$ cat src/rtl/dwc_capture.sv
// dwc_capture: gathers one result word from each of two redundant cores,
// presents the pair to the DWC comparator, waits for its verdict, records
// pass/fail and re-arms the comparator. Watchdogs both the arrival window
// and the comparator response.
module dwc_capture #(
   parameter int unsigned DATA_W         = 32,
   parameter int unsigned TIMEOUT_CYCLES = 1024,
   parameter int unsigned CNT_W          = 16
) (
   input  logic              clk,
   input  logic              reset,
   input  logic              core_a_valid,
   input  logic [DATA_W-1:0] core_a_data,
   output logic              core_a_ready,
   input  logic              core_b_valid,
   input  logic [DATA_W-1:0] core_b_data,
   output logic              core_b_ready,
   output logic [DATA_W-1:0] data_a,
   output logic [DATA_W-1:0] data_b,
   output logic [31:0]       data_set,
   output logic              cmp_rst,
   input  logic              cmp_done,
   input  logic [31:0]       cmp_match,
   output logic              round_done,
   output logic              round_match,
   output logic              timeout_fault,
   output logic              mismatch_fault,
   output logic [CNT_W-1:0]  mismatch_count,
   output logic [CNT_W-1:0]  timeout_count,
   input  logic              clear_fault
);

   localparam int unsigned     TMR_W    = (TIMEOUT_CYCLES > 2) ? $clog2(TIMEOUT_CYCLES) : 1;
   localparam logic [TMR_W-1:0] TMR_LAST = TMR_W'(TIMEOUT_CYCLES - 1);
   localparam logic [31:0]     SET_PAIR = 32'd3;
   localparam logic [31:0]     SET_IDLE = 32'd0;

   typedef enum logic [2:0] {
      COLLECT,
      PRESENT,
      WAIT_CMP,
      RESULT,
      REARM0,
      REARM1
   } state_t;

   state_t            state_q, state_d;
   logic              have_a_q, have_a_d;
   logic              have_b_q, have_b_d;
   logic [DATA_W-1:0] data_a_d, data_b_d;
   logic [TMR_W-1:0]  timer_q, timer_d;
   logic              xfer_a, xfer_b;
   logic              tmo_hit, mis_hit;
   logic              core_a_ready_d, core_b_ready_d;
   logic [31:0]       data_set_d;
   logic              cmp_rst_d;
   logic              round_done_d, round_match_d;
   logic              timeout_fault_d, mismatch_fault_d;
   logic [CNT_W-1:0]  mismatch_count_d, timeout_count_d;

   // Only bit0 of the comparator result carries the verdict.
   logic unused_cmp_hi;
   assign unused_cmp_hi = ^cmp_match[31:1];

   assign xfer_a = core_a_valid & core_a_ready;
   assign xfer_b = core_b_valid & core_b_ready;

   // Next-state, datapath and next-output decode.
   always_comb begin
      state_d          = state_q;
      have_a_d         = have_a_q;
      have_b_d         = have_b_q;
      data_a_d         = data_a;
      data_b_d         = data_b;
      timer_d          = timer_q;
      tmo_hit          = 1'b0;
      mis_hit          = 1'b0;
      round_done_d     = 1'b0;
      round_match_d    = 1'b0;
      timeout_fault_d  = timeout_fault;
      mismatch_fault_d = mismatch_fault;
      timeout_count_d  = timeout_count;
      mismatch_count_d = mismatch_count;

      case (state_q)
         COLLECT: begin
            if (xfer_a) begin
               have_a_d = 1'b1;
               data_a_d = core_a_data;
            end
            if (xfer_b) begin
               have_b_d = 1'b1;
               data_b_d = core_b_data;
            end
            if (have_a_d && have_b_d) begin
               state_d = PRESENT;
            end else if (have_a_q ^ have_b_q) begin
               if (timer_q == TMR_LAST) begin
                  tmo_hit = 1'b1;
               end else begin
                  timer_d = timer_q + TMR_W'(1);
               end
            end else if (xfer_a || xfer_b) begin
               timer_d = '0;
            end
         end
         PRESENT: begin
            state_d = WAIT_CMP;
            timer_d = '0;
         end
         WAIT_CMP: begin
            if (cmp_done) begin
               state_d       = RESULT;
               round_done_d  = 1'b1;
               round_match_d = cmp_match[0];
            end else if (timer_q == TMR_LAST) begin
               tmo_hit = 1'b1;
            end else begin
               timer_d = timer_q + TMR_W'(1);
            end
         end
         RESULT: begin
            mis_hit = ~round_match;
            state_d = REARM0;
         end
         REARM0: begin
            state_d = REARM1;
         end
         REARM1: begin
            state_d  = COLLECT;
            have_a_d = 1'b0;
            have_b_d = 1'b0;
            timer_d  = '0;
         end
         default: begin
            state_d = COLLECT;
         end
      endcase

      // A watchdog expiry aborts the round as a failed one.
      if (tmo_hit) begin
         state_d       = REARM0;
         round_done_d  = 1'b1;
         round_match_d = 1'b0;
      end

      // Sticky flags and saturating counters; clear wins over a same-cycle event.
      if (clear_fault) begin
         timeout_fault_d  = 1'b0;
         mismatch_fault_d = 1'b0;
         timeout_count_d  = '0;
         mismatch_count_d = '0;
      end else begin
         if (tmo_hit) begin
            timeout_fault_d = 1'b1;
            if (timeout_count != '1) begin
               timeout_count_d = timeout_count + CNT_W'(1);
            end
         end
         if (mis_hit) begin
            mismatch_fault_d = 1'b1;
            if (mismatch_count != '1) begin
               mismatch_count_d = mismatch_count + CNT_W'(1);
            end
         end
      end

      core_a_ready_d = (state_d == COLLECT) && !have_a_d;
      core_b_ready_d = (state_d == COLLECT) && !have_b_d;
      data_set_d     = ((state_d == PRESENT) || (state_d == WAIT_CMP)) ? SET_PAIR : SET_IDLE;
      cmp_rst_d      = (state_d == REARM0) || (state_d == REARM1);
   end

   // State, datapath and registered outputs.
   always_ff @(posedge clk or negedge reset) begin
      if (!reset) begin
         state_q        <= COLLECT;
         have_a_q       <= 1'b0;
         have_b_q       <= 1'b0;
         data_a         <= '0;
         data_b         <= '0;
         timer_q        <= '0;
         core_a_ready   <= 1'b1;
         core_b_ready   <= 1'b1;
         data_set       <= SET_IDLE;
         cmp_rst        <= 1'b0;
         round_done     <= 1'b0;
         round_match    <= 1'b0;
         timeout_fault  <= 1'b0;
         mismatch_fault <= 1'b0;
         timeout_count  <= '0;
         mismatch_count <= '0;
      end else begin
         state_q        <= state_d;
         have_a_q       <= have_a_d;
         have_b_q       <= have_b_d;
         data_a         <= data_a_d;
         data_b         <= data_b_d;
         timer_q        <= timer_d;
         core_a_ready   <= core_a_ready_d;
         core_b_ready   <= core_b_ready_d;
         data_set       <= data_set_d;
         cmp_rst        <= cmp_rst_d;
         round_done     <= round_done_d;
         round_match    <= round_match_d;
         timeout_fault  <= timeout_fault_d;
         mismatch_fault <= mismatch_fault_d;
         timeout_count  <= timeout_count_d;
         mismatch_count <= mismatch_count_d;
      end
   end

endmodule

$ cat config.mk
export PLATFORM = sky130hd
export DESIGN_NAME = dwc_capture
export DESIGN_NICKNAME = d
export VERILOG_FILES = /design/src/rtl/dwc_capture.sv
export SDC_FILE = /design/constraint.sdc
export NUM_CORES = 1
export LEC_CHECK = 0
export CORE_ASPECT_RATIO = 0.6
export CORE_MARGIN = 8
export CORE_UTILIZATION = 46
export CTS_CLUSTER_DIAMETER = 60
export DETAILED_ROUTE_END_ITERATION = 10
export PLACE_DENSITY = 0.95
export SETUP_SLACK_MARGIN = 0.02
export SYNTH_ARGS = -nofsm -noshare
export SYNTH_HDL_FRONTEND = slang
export SYNTH_SLANG_ARGS = --single-unit
$ cat constraint.sdc
create_clock -name clk -period 4.5 [get_ports clk]
set_input_delay 0.9 -clock clk [delete_from_list [all_inputs] [get_ports clk]]
set_output_delay 0.9 -clock clk [all_outputs]
set_load 0.005 [all_outputs]
==> impl_metrics.json, run 1 <==
{
  "synth_compound_area_share_pct": 9.25,
  "met2_usage_pct": 31.6,
  "p_per_area_nw_per_um2": 573,
  "drtPass1Iterations": 5,
  "min_path_type": "input port to asynchronous set/reset pin",
  "critPathMaxFanout": 12,
  "slew_headroom_pct": 47.3,
  "grt_pass1_vias": 4564,
  "io_buffer_count": 175,
  "antenna_found_initial": 0,
  "syn_inst": 483,
  "finalHoldViolCount": 0,
  "first_iter_violations": 319,
  "grt_max_degree": 50,
  "clkTransAtPathRegs_ns": 0.06,
  "rsz0062_at_grt": "false",
  "finClkSkew_ns": 0.00740,
  "finalNetCount": 763,
  "synth_top_family_by_area": "multiplexers",
  "synth.area.mux_share_pct": 14.0,
  "ctsResizeCount": 0,
  "setup.worst_path.class": "input port to flop",
  "syn_to_final_growth_pct": 42.0,
  "grt-ovfl-total": 0,
  "ctsHoldBuffers": 0,
  "setup_viol": 0,
  "synthesis.area_sq_um": 5590,
  "gr-usage-met3_pct": 5.33,
  "grt_pass1_wl_mm": 23.6,
  "grtUsageMet1_pct": 22.4,
  "required_ns": 4.82,
  "hpwl_mm": 11.3,
  "die_y_microns": 101,
  "top_usage_layer": "met2",
  "die_w_microns": 158,
  "vdd_drop_max_mv": 0.397,
  "synth_edf_count": 0,
  "routed_wl_mm": 15.0,
  "grt_use_total_pct": 18.6,
  "drive_gt1_share_pct": 18.0,
  "cts_setup_buffers": 0,
  "drv_cap": 0,
  "numCtsBuffers": 17,
  "synthSimpleGateAreaFrac_pct": 13.8,
  "row_count": 31,
  "fin_crit_sh_pct": 58.5,
  "htreeDepth": 4,
  "endpoint_kind": "flop",
  "start_util_pct": 46.8,
  "synth_cell_types": 60,
  "critPathLaunchType": "input port",
  "seq_area_frac_synth_pct": 53.3,
  "clock.fmax_ghz": 0.380,
  "core_area_sq_um": 11900,
  "clock_latency_ns": 0.40,
  "viasPerCell": 5.27,
  "ant_nets": 0,
  "synth_async_sr_flop_share_pct": 100,
  "arrival_ns": 2.95,
  "clkSinkCount": 119,
  "p_leak_uw": 0.00327,
  "antenna_cells": 0,
  "clockBufferDepth": 2,
  "syn_avg_cell_area_sq_um": 11.6,
  "synth-adder-area-share_pct": 0.672,
  "root_buffer": "clkbuf_16",
  "slew_violations": 0,
  "wire_per_inst_microns": 17.9,
  "outcome": "finished clean",
  "finalSetupTns_ns": 0,
  "ys_seq_elements": 119,
  "power_uw": 4540,
  "io_pins": 237,
  "synth_xor_area_share_pct": 2.35,
  "ys_warn_count": 0,
  "worst_pin_slew_ns": 0.791,
  "drc": 0,
  "dieArea_sq_um": 16000,
  "cts_tree": "built",
  "fin_crit_ns": 2.63,
  "synth-main-ff-cell": "dfrtp_1",
  "vias": 4407,
  "gp_congestion": 0.850
}
-- Yosys cell counts (4+ instances only) --
master / number / area, sq um
buf_4: 31 / 233
nand4_1: 13 / 81.3
xnor2_1: 9 / 78.8
nand2_1: 18 / 67.6
clkbuf_1: 9 / 33.8
inv_1: 6 / 22.5
o21ai_0: 11 / 55.1
mux2_2: 67 / 754
nor2b_1: 5 / 31.3
or4_1: 8 / 60.1
buf_2: 8 / 40.0
nor2_1: 41 / 154
a21oi_1: 27 / 135
nand3_1: 9 / 45.0
or3_1: 5 / 31.3
nor4_1: 4 / 25.0
dfrtp_1: 117 / 2930
nand2b_1: 4 / 25.0
o31ai_1: 9 / 67.6
and3_1: 8 / 50.1
xor2_1: 6 / 52.6
nor3_1: 10 / 50.1
-- logic make-up (layout without fill, tap and decap cells) --
logic type | after synthesis | count (layout)
xor gates and xnor gates | 15 | 15
AOI/OAI and AO/OA | 76 | 76
muxes | 70 | 70
other | 1 | 30
DFF | 119 | 119
and+or+nand+nor | 141 | 141
adders and majority gates | 3 | 3
buffers and inverters | 58 | 217
-- state kept, by name, summed over array words and instances (netlist names), 3 cells and up --
register / count
data_a: 32
data_b: 32
mismatch_count: 16
timeout_count: 16
timer_q: 10
state_q: 3
-- through the flow --
stage	area (sq um)	std cells	hold WS, ns	setup WS [ns]	utilization [%]
final	7930	836	0.499	1.87	66.4
after global placement	7350	804	0.484	1.57	61.5
after global routing	7930	836	0.519	1.73	66.4
after CTS	7930	836	0.507	1.91	66.4
after floorplan	5700	512	0.484	2.13	-
after detailed placement	7350	804	0.495	1.50	61.5
-- worst paths after layout --
kind / startpoint / endpoint / depth (start not counted) / slack [ns]
max: core_a_valid / timeout_count[14]$_DFFE_PN0P_ / 6 / 1.87
min: reset / timeout_count[10]$_DFFE_PN0P_ / 1 / 0.50
max reg2reg: timer_q[0]$_DFFE_PN0P_ / timeout_count[5]$_DFFE_PN0P_ / 6 / 1.98
min reg2reg: data_b[28]$_DFFE_PN0P_ / data_b[28]$_DFFE_PN0P_ / 1 / 0.51
max in group asynchronous: reset / data_a[3]$_DFFE_PN0P_ / 2 / 3.08
min in group clk: data_b[28]$_DFFE_PN0P_ / data_b[28]$_DFFE_PN0P_ / 1 / 0.51
-- metal layers --
metal	share of wire, %	wire length [microns]
met5	0	0
met3	7.6	1130
met4	1.1	163
met1	40	5980
met2	51	7680
-- cell usage in the layout, fill, tap and decap left out, types with 4 or more instances in the layout --
master,count
a21oi_1,27
or3_1,5
nand2_1,18
inv_6,4
nor2b_1,5
inv_1,6
nand3_1,9
clkinvlp_4,4
nor3_1,10
o31ai_1,9
xor2_1,6
mux2_2,67
dfrtp_1,117
nand4_1,13
buf_4,5
nor4_1,4
xnor2_1,9
clkdlybuf4s50_1,174
nand2b_1,4
and3_1,7
o21ai_0,11
conb_1,30
or4_1,8
nor2_1,41
clkbuf_16,17
-- critical path: stages --
cell,delay (ns)
clkdlybuf4s50_1,0.42
a21oi_1,0.37
o211a_4,0.27
o2111ai_2,0.27
or4_1,0.56
a21oi_1,0.17
-- cell type report --
cell class	instances	area, sq um
multi-input cells	335	2360
clock inverters	14	149
inverters	6	22.5
repair buffers	179	1780
fillers	882	4010
well taps	165	206
flip-flops and latches	119	2980
clock buffers	18	439
-- power breakdown --
part	switching, uW	internal (uW)	leakage, uW
sequential	229	1410	0.00153
clock	505	834	0.000280
combinational	600	965	0.00146
total	1330	3210	0.00327
(Power assumes the default switching activity.)
==> run 2, diff against run 1 <==
--- a/config.mk
+++ b/config.mk
@@ -7,10 +7,10 @@
 export LEC_CHECK = 0
 export CORE_ASPECT_RATIO = 0.6
 export CORE_MARGIN = 8
-export CORE_UTILIZATION = 46
+export CORE_UTILIZATION = 39
 export CTS_CLUSTER_DIAMETER = 60
 export DETAILED_ROUTE_END_ITERATION = 10
-export PLACE_DENSITY = 0.95
+export PLACE_DENSITY = 0.86
 export SETUP_SLACK_MARGIN = 0.02
 export SYNTH_ARGS = -nofsm -noshare
 export SYNTH_HDL_FRONTEND = slang
==> constraint.sdc (replaced) <==
create_clock -name clk -period 2.42 [get_ports clk]
set_input_delay 0.484 -clock clk [delete_from_list [all_inputs] [get_ports clk]]
set_output_delay 0.484 -clock clk [all_outputs]
set_load 0.005 [all_outputs]
==> impl_metrics.json, run 2 (synthesized netlist as in run 1, its figures left out) <==
{
  "first_iter_violations": 326,
  "clkTransAtPathRegs_ns": 0.06,
  "viasPerCell": 5.05,
  "grtUsageMet1_pct": 21.6,
  "root_buffer": "clkbuf_16",
  "routed_wl_mm": 15.0,
  "fin_area_sq_um": 8120,
  "critPathMaxFanout": 12,
  "regArea_sq_um": 2980,
  "endpoint_kind": "flop",
  "dieArea_sq_um": 18500,
  "post-route-util_pct": 57.0,
  "grt_use_total_pct": 16.1,
  "drv_cap": 0,
  "rsz0062_at_grt": "false",
  "setup.worst_path.class": "flop to flop",
  "setup_viol": 0,
  "start_util_pct": 39.2,
  "power_uw": 8470,
  "clock_latency_ns": 0.40,
  "ctsHoldBuffers": 0,
  "clkSinkCount": 119,
  "io_pins": 237,
  "required_ns": 2.75,
  "slew_violations": 0,
  "fin_crit_ns": 2.26,
  "clockBufferDepth": 2,
  "grt_max_degree": 48,
  "drive_gt1_share_pct": 20.1,
  "hpwl_mm": 11.4,
  "finalNetCount": 782,
  "antenna_found_initial": 0,
  "drtPass1Iterations": 4,
  "gr-usage-met3_pct": 4.37,
  "antenna_cells": 0,
  "path_buf_inv": 0,
  "grt_pass1_wl_mm": 23.9,
  "clock.fmax_ghz": 0.443,
  "cts_tree": "built",
  "vias": 4487,
  "fillers": 1200,
  "mostFrequentLayoutCell": "clkdlybuf4s50_1",
  "finClkSkew_ns": 0.0101,
  "crit_chain": "ha_1 -> nand4_1 -> nor3_4 -> nand2_1 -> or4_1 -> a21oi_1",
  "crit_path_max_incr_delay_ns": 0.54,
  "layout_setup_ws_ns": 0.164,
  "top_usage_layer": "met2",
  "core_area_sq_um": 14300,
  "p_per_area_nw_per_um2": 1040,
  "gp_congestion": 0.825,
  "crit-reg2reg-capture": "timeout_count[4]$_DFFE_PN0P_",
  "layout_common_cells": "174 x clkdlybuf4s50_1, 117 x dfrtp_1, 67 x mux2_2",
  "worst_pin_slew_ns": 0.543,
  "drc": 0,
  "reg.largest.list": "data_a: 32 flops, data_b: 32 flops",
  "die_w_microns": 171,
  "reg2reg_depth": 6,
  "wire_per_inst_microns": 16.9,
  "ctsResizeCount": 0,
  "p_leak_uw": 0.00336,
  "syn_to_final_growth_pct": 45.4,
  "cts_setup_buffers": 0,
  "placed_cell_area_sq_um": 7580,
  "vdd_drop_max_mv": 0.448,
  "htreeDepth": 4,
  "grt-ovfl-total": 0,
  "finalSetupTns_ns": 0,
  "critPathLaunchType": "flop",
  "slew_headroom_pct": 63.8,
  "io_buffer_count": 175,
  "cp_top_family": "simple AND/OR/NAND/NOR gates",
  "finalHoldViolCount": 0,
  "pre_cts_slack_ns": -0.0440,
  "fin_crit_sh_pct": 93.2,
  "row_count": 34,
  "min_path_type": "input port to asynchronous set/reset pin",
  "numCtsBuffers": 17,
  "outcome": "finished clean",
  "slowest_stage": "or4_1",
  "reg2reg_slack_ns": 0.16,
  "arrival_ns": 2.59,
  "grt_pass1_vias": 4443,
  "die_y_microns": 109,
  "r2r-start": "timer_q[0]$_DFFE_PN0P_",
  "met2_usage_pct": 25.7,
  "multi_input_area_sq_um": 2360,
  "ant_nets": 0
}
==> run 2: cell types whose count changed in the layout (fill, tap and decap cells not counted), moves of 2 or more <==
cell and delta:
bufinv_16 -2, buf_12 +4, buf_4 +15, inv_6 +2
==> run 2: power breakdown <==
| part | switching [uW] | internal, uW | leakage (uW) |
|---|---|---|---|
| clock network | 987 | 1330 | 0.000263 |
| logic | 1180 | 1970 | 0.00157 |
| registers | 372 | 2620 | 0.00153 |
| total | 2540 | 5930 | 0.00336 |
==> run 2: layer usage <==
| layer | vias up | wire length, microns |
|---|---|---|
| li1 | 2095 | - |
| met1 | 2207 | 6710 |
| met2 | 180 | 7220 |
| met3 | 5 | 1010 |
| met4 | 0 | 64 |
| met5 | - | 0 |
==> run 2: worst reg2reg max path, cell delays in order (launching register included) <==
cell	delay, ns
dfrtp_1	0.39
ha_1	0.24
nand4_1	0.26
nor3_4	0.34
nand2_1	0.28
or4_1	0.54
a21oi_1	0.15
==> run 2: how the worst max path moves through the flow <==
stage / cells past startpoint / endpoint / slack [ns] / startpoint
final: 6 / timeout_count[4]$_DFFE_PN0P_ / 0.16 / timer_q[0]$_DFFE_PN0P_
after global routing: 6 / timeout_count[4]$_DFFE_PN0P_ / 0.04 / timer_q[0]$_DFFE_PN0P_
after CTS: 6 / timeout_count[4]$_DFFE_PN0P_ / 0.19 / timer_q[0]$_DFFE_PN0P_
after detailed placement: 6 / timeout_count[12]$_DFFE_PN0P_ / -0.04 / core_a_valid
after global placement: 6 / timeout_count[13]$_DFFE_PN0P_ / -0.02 / core_a_valid
after floorplan: 7 / timeout_count[3]$_DFFE_PN0P_ / 0.41 / timer_q[0]$_DFFE_PN0P_
==> run 2: stage by stage <==
step,std cells,hold WS [ns]
floorplan,512,0.188
detailed placement,856,0.480
global route,888,0.0483
finish,888,0.0287
CTS,888,0.0304
global placement,856,0.476
==> run 2: area by class of cell <==
class | count | share of cell area (%)
multi-input cells | 335 | 29.0
clock inverters | 15 | 1.46
clock buffers | 17 | 5.24
well taps | 198 | 3.05
inverters | 6 | 0.277
repair buffers | 198 | 24.3
flip-flops and latches | 119 | 36.7
==> run 3, diff against run 2 <==
--- a/config.mk
+++ b/config.mk
@@ -7,10 +7,11 @@
 export LEC_CHECK = 0
 export CORE_ASPECT_RATIO = 0.6
 export CORE_MARGIN = 8
-export CORE_UTILIZATION = 39
+export CORE_UTILIZATION = 40
+export CTS_BUF_LIST = sky130_fd_sc_hd__clkbuf_4
 export CTS_CLUSTER_DIAMETER = 60
 export DETAILED_ROUTE_END_ITERATION = 10
-export PLACE_DENSITY = 0.86
+export PLACE_DENSITY = 0.88
 export SETUP_SLACK_MARGIN = 0.02
 export SYNTH_ARGS = -nofsm -noshare
 export SYNTH_HDL_FRONTEND = slang
==> impl_metrics.json, run 3 (synthesized netlist as in run 1, its figures left out) <==
{
  "hpwl_mm": 11.8,
  "arrival_ns": 2.63,
  "required_ns": 2.81,
  "clockBufferDepth": 2,
  "htreeDepth": 4,
  "slew_headroom_pct": 53.7,
  "finalNetCount": 784,
  "path_buf_inv": 1,
  "syn_to_final_growth_pct": 41.2,
  "outcome": "finished clean",
  "drive_gt1_share_pct": 20.2,
  "drv_cap": 0,
  "routed_wl_mm": 15.6,
  "root_buffer": "clkbuf_4",
  "rsz0062_at_grt": "false",
  "endpoint_kind": "flop",
  "ant_nets": 0,
  "vdd_drop_max_mv": 0.383,
  "setup_viol": 0,
  "cp_top_family": "simple AND/OR/NAND/NOR gates",
  "drc": 0,
  "die_w_microns": 169,
  "clock.fmax_ghz": 0.446,
  "finalHoldViolCount": 0,
  "critPathMaxFanout": 9,
  "grt_pass1_wl_mm": 24.6,
  "slew_violations": 0,
  "viasPerCell": 5.09,
  "critPathLaunchType": "flop",
  "fin_crit_sh_pct": 92.6,
  "mostFrequentLayoutCell": "clkdlybuf4s50_1",
  "io_pins": 237,
  "finClkSkew_ns": 0.0250,
  "clock_latency_ns": 0.51,
  "crit_path_max_incr_delay_ns": 0.53,
  "row_count": 33,
  "cts_tree": "built",
  "gp_congestion": 0.888,
  "grt_max_degree": 62,
  "worst_pin_slew_ns": 0.688,
  "clkTransAtPathRegs_ns": 0.12,
  "drtPass1Iterations": 7,
  "post-route-util_pct": 57.7,
  "min_path_type": "input port to asynchronous set/reset pin",
  "grt_use_total_pct": 16.8,
  "core_area_sq_um": 13700,
  "die_y_microns": 108,
  "layout_common_cells": "174 x clkdlybuf4s50_1, 117 x dfrtp_1, 67 x mux2_2",
  "clkSinkCount": 119,
  "first_iter_violations": 333,
  "vias": 4496,
  "hold_slack_ns": 0.395,
  "setup.worst_path.class": "flop to flop",
  "io_buffer_count": 175,
  "fin_area_sq_um": 7890,
  "p_per_area_nw_per_um2": 973,
  "fin_crit_ns": 2.24,
  "pre_cts_slack_ns": -0.0673,
  "placed_cell_area_sq_um": 7540,
  "p_leak_uw": 0.00326,
  "numCtsBuffers": 17,
  "antenna_found_initial": 0,
  "slowest_stage": "nor4_1",
  "layout_setup_ws_ns": 0.179,
  "grt_pass1_vias": 4604,
  "grt-ovfl-total": 0,
  "wire_per_inst_microns": 17.7,
  "reg.largest.list": "data_a: 32 flops, data_b: 32 flops",
  "start_util_pct": 40.9,
  "crit_chain": "buf_4 -> and4bb_2 -> nand4_1 -> nor4_1 -> xnor2_1 -> nor2_1",
  "dieArea_sq_um": 18100,
  "antenna_cells": 0
}
run 3: cell types whose count changed in the layout (fill, tap and decap cells not counted), sizes merged:
cell         previous run  this run
inv                    13         9
bufinv                  0         3
buf                    24        25
clkbuf                 17        18
clkinv                  5         6
clkinvlp                3         2
dlygate4sd3             0         1
run 3: per-layer routing:
layer	vias to the layer above	wire length, microns	GRT usage (%)	part of all wire (%)
li1	2097	-	-	-
met1	2189	6920	21.0	44
met2	184	7510	27.5	48
met3	26	1010	5.31	6.4
met4	0	182	5.39	1.2
met5	-	0	0	0
run 3: where the power goes:
part           leakage [uW]  internal (uW)  switching [uW]
logic               0.00157           1940            1190
clock network      0.000159            737             809
registers           0.00153           2610             391
run 3: worst paths after layout:
path | start | to | slack, ns | cells after the start
hold / removal | reset | mismatch_count[14]$_DFFE_PN0P_ | 0.39 | 2
hold reg to reg | data_a[27]$_DFFE_PN0P_ | data_a[27]$_DFFE_PN0P_ | 0.51 | 1
setup reg to reg | state_q[2]$_DFF_PN0_ | mismatch_count[12]$_DFFE_PN0P_ | 0.18 | 6
setup / recovery | state_q[2]$_DFF_PN0_ | mismatch_count[12]$_DFFE_PN0P_ | 0.18 | 6
max in group asynchronous | reset | core_b_ready$_DFF_PN1_ | 1.35 | 3
min in group clk | data_a[27]$_DFFE_PN0P_ | data_a[27]$_DFFE_PN0P_ | 0.51 | 1
run 3: stage by stage:
| stage | setup TNS (ns) | total power [uW] | std cells |
|---|---|---|---|
| after CTS | 0 | 7760 | 881 |
| after global placement | -0.0134 | 6010 | 848 |
| after global routing | 0 | 8180 | 884 |
| after floorplan | 0 | 4370 | 512 |
| after detailed placement | -0.138 | 6180 | 848 |
| final | 0 | 7680 | 884 |
run 3: cell type report:
| class | count | area [sq um] |
|---|---|---|
| Clock buffer | 18 | 135 |
| Clock inverter | 14 | 174 |
| Fill cell | 1088 | 5780 |
| Inverter | 6 | 22.5 |
| Multi-Input combinational cell | 335 | 2360 |
| Sequential cell | 119 | 2980 |
| Tap cell | 192 | 240 |
| Timing Repair Buffer | 200 | 1980 |
run 3: worst register-to-register path: stages (launching register included):
cell	delay, ns
dfrtp_1	0.50
buf_4	0.21
and4bb_2	0.33
nand4_1	0.30
nor4_1	0.54
xnor2_1	0.19
nor2_1	0.07
run 3: timing repair:
action | 4_1_cts | 5_1_grt
setup buffers | 0 | 3
endpoints found under the hold margin | 19 | 0
gates resized for setup | 0 | 1
setup endpoints to repair | 0 | 8
hold buffers | 1 | 0
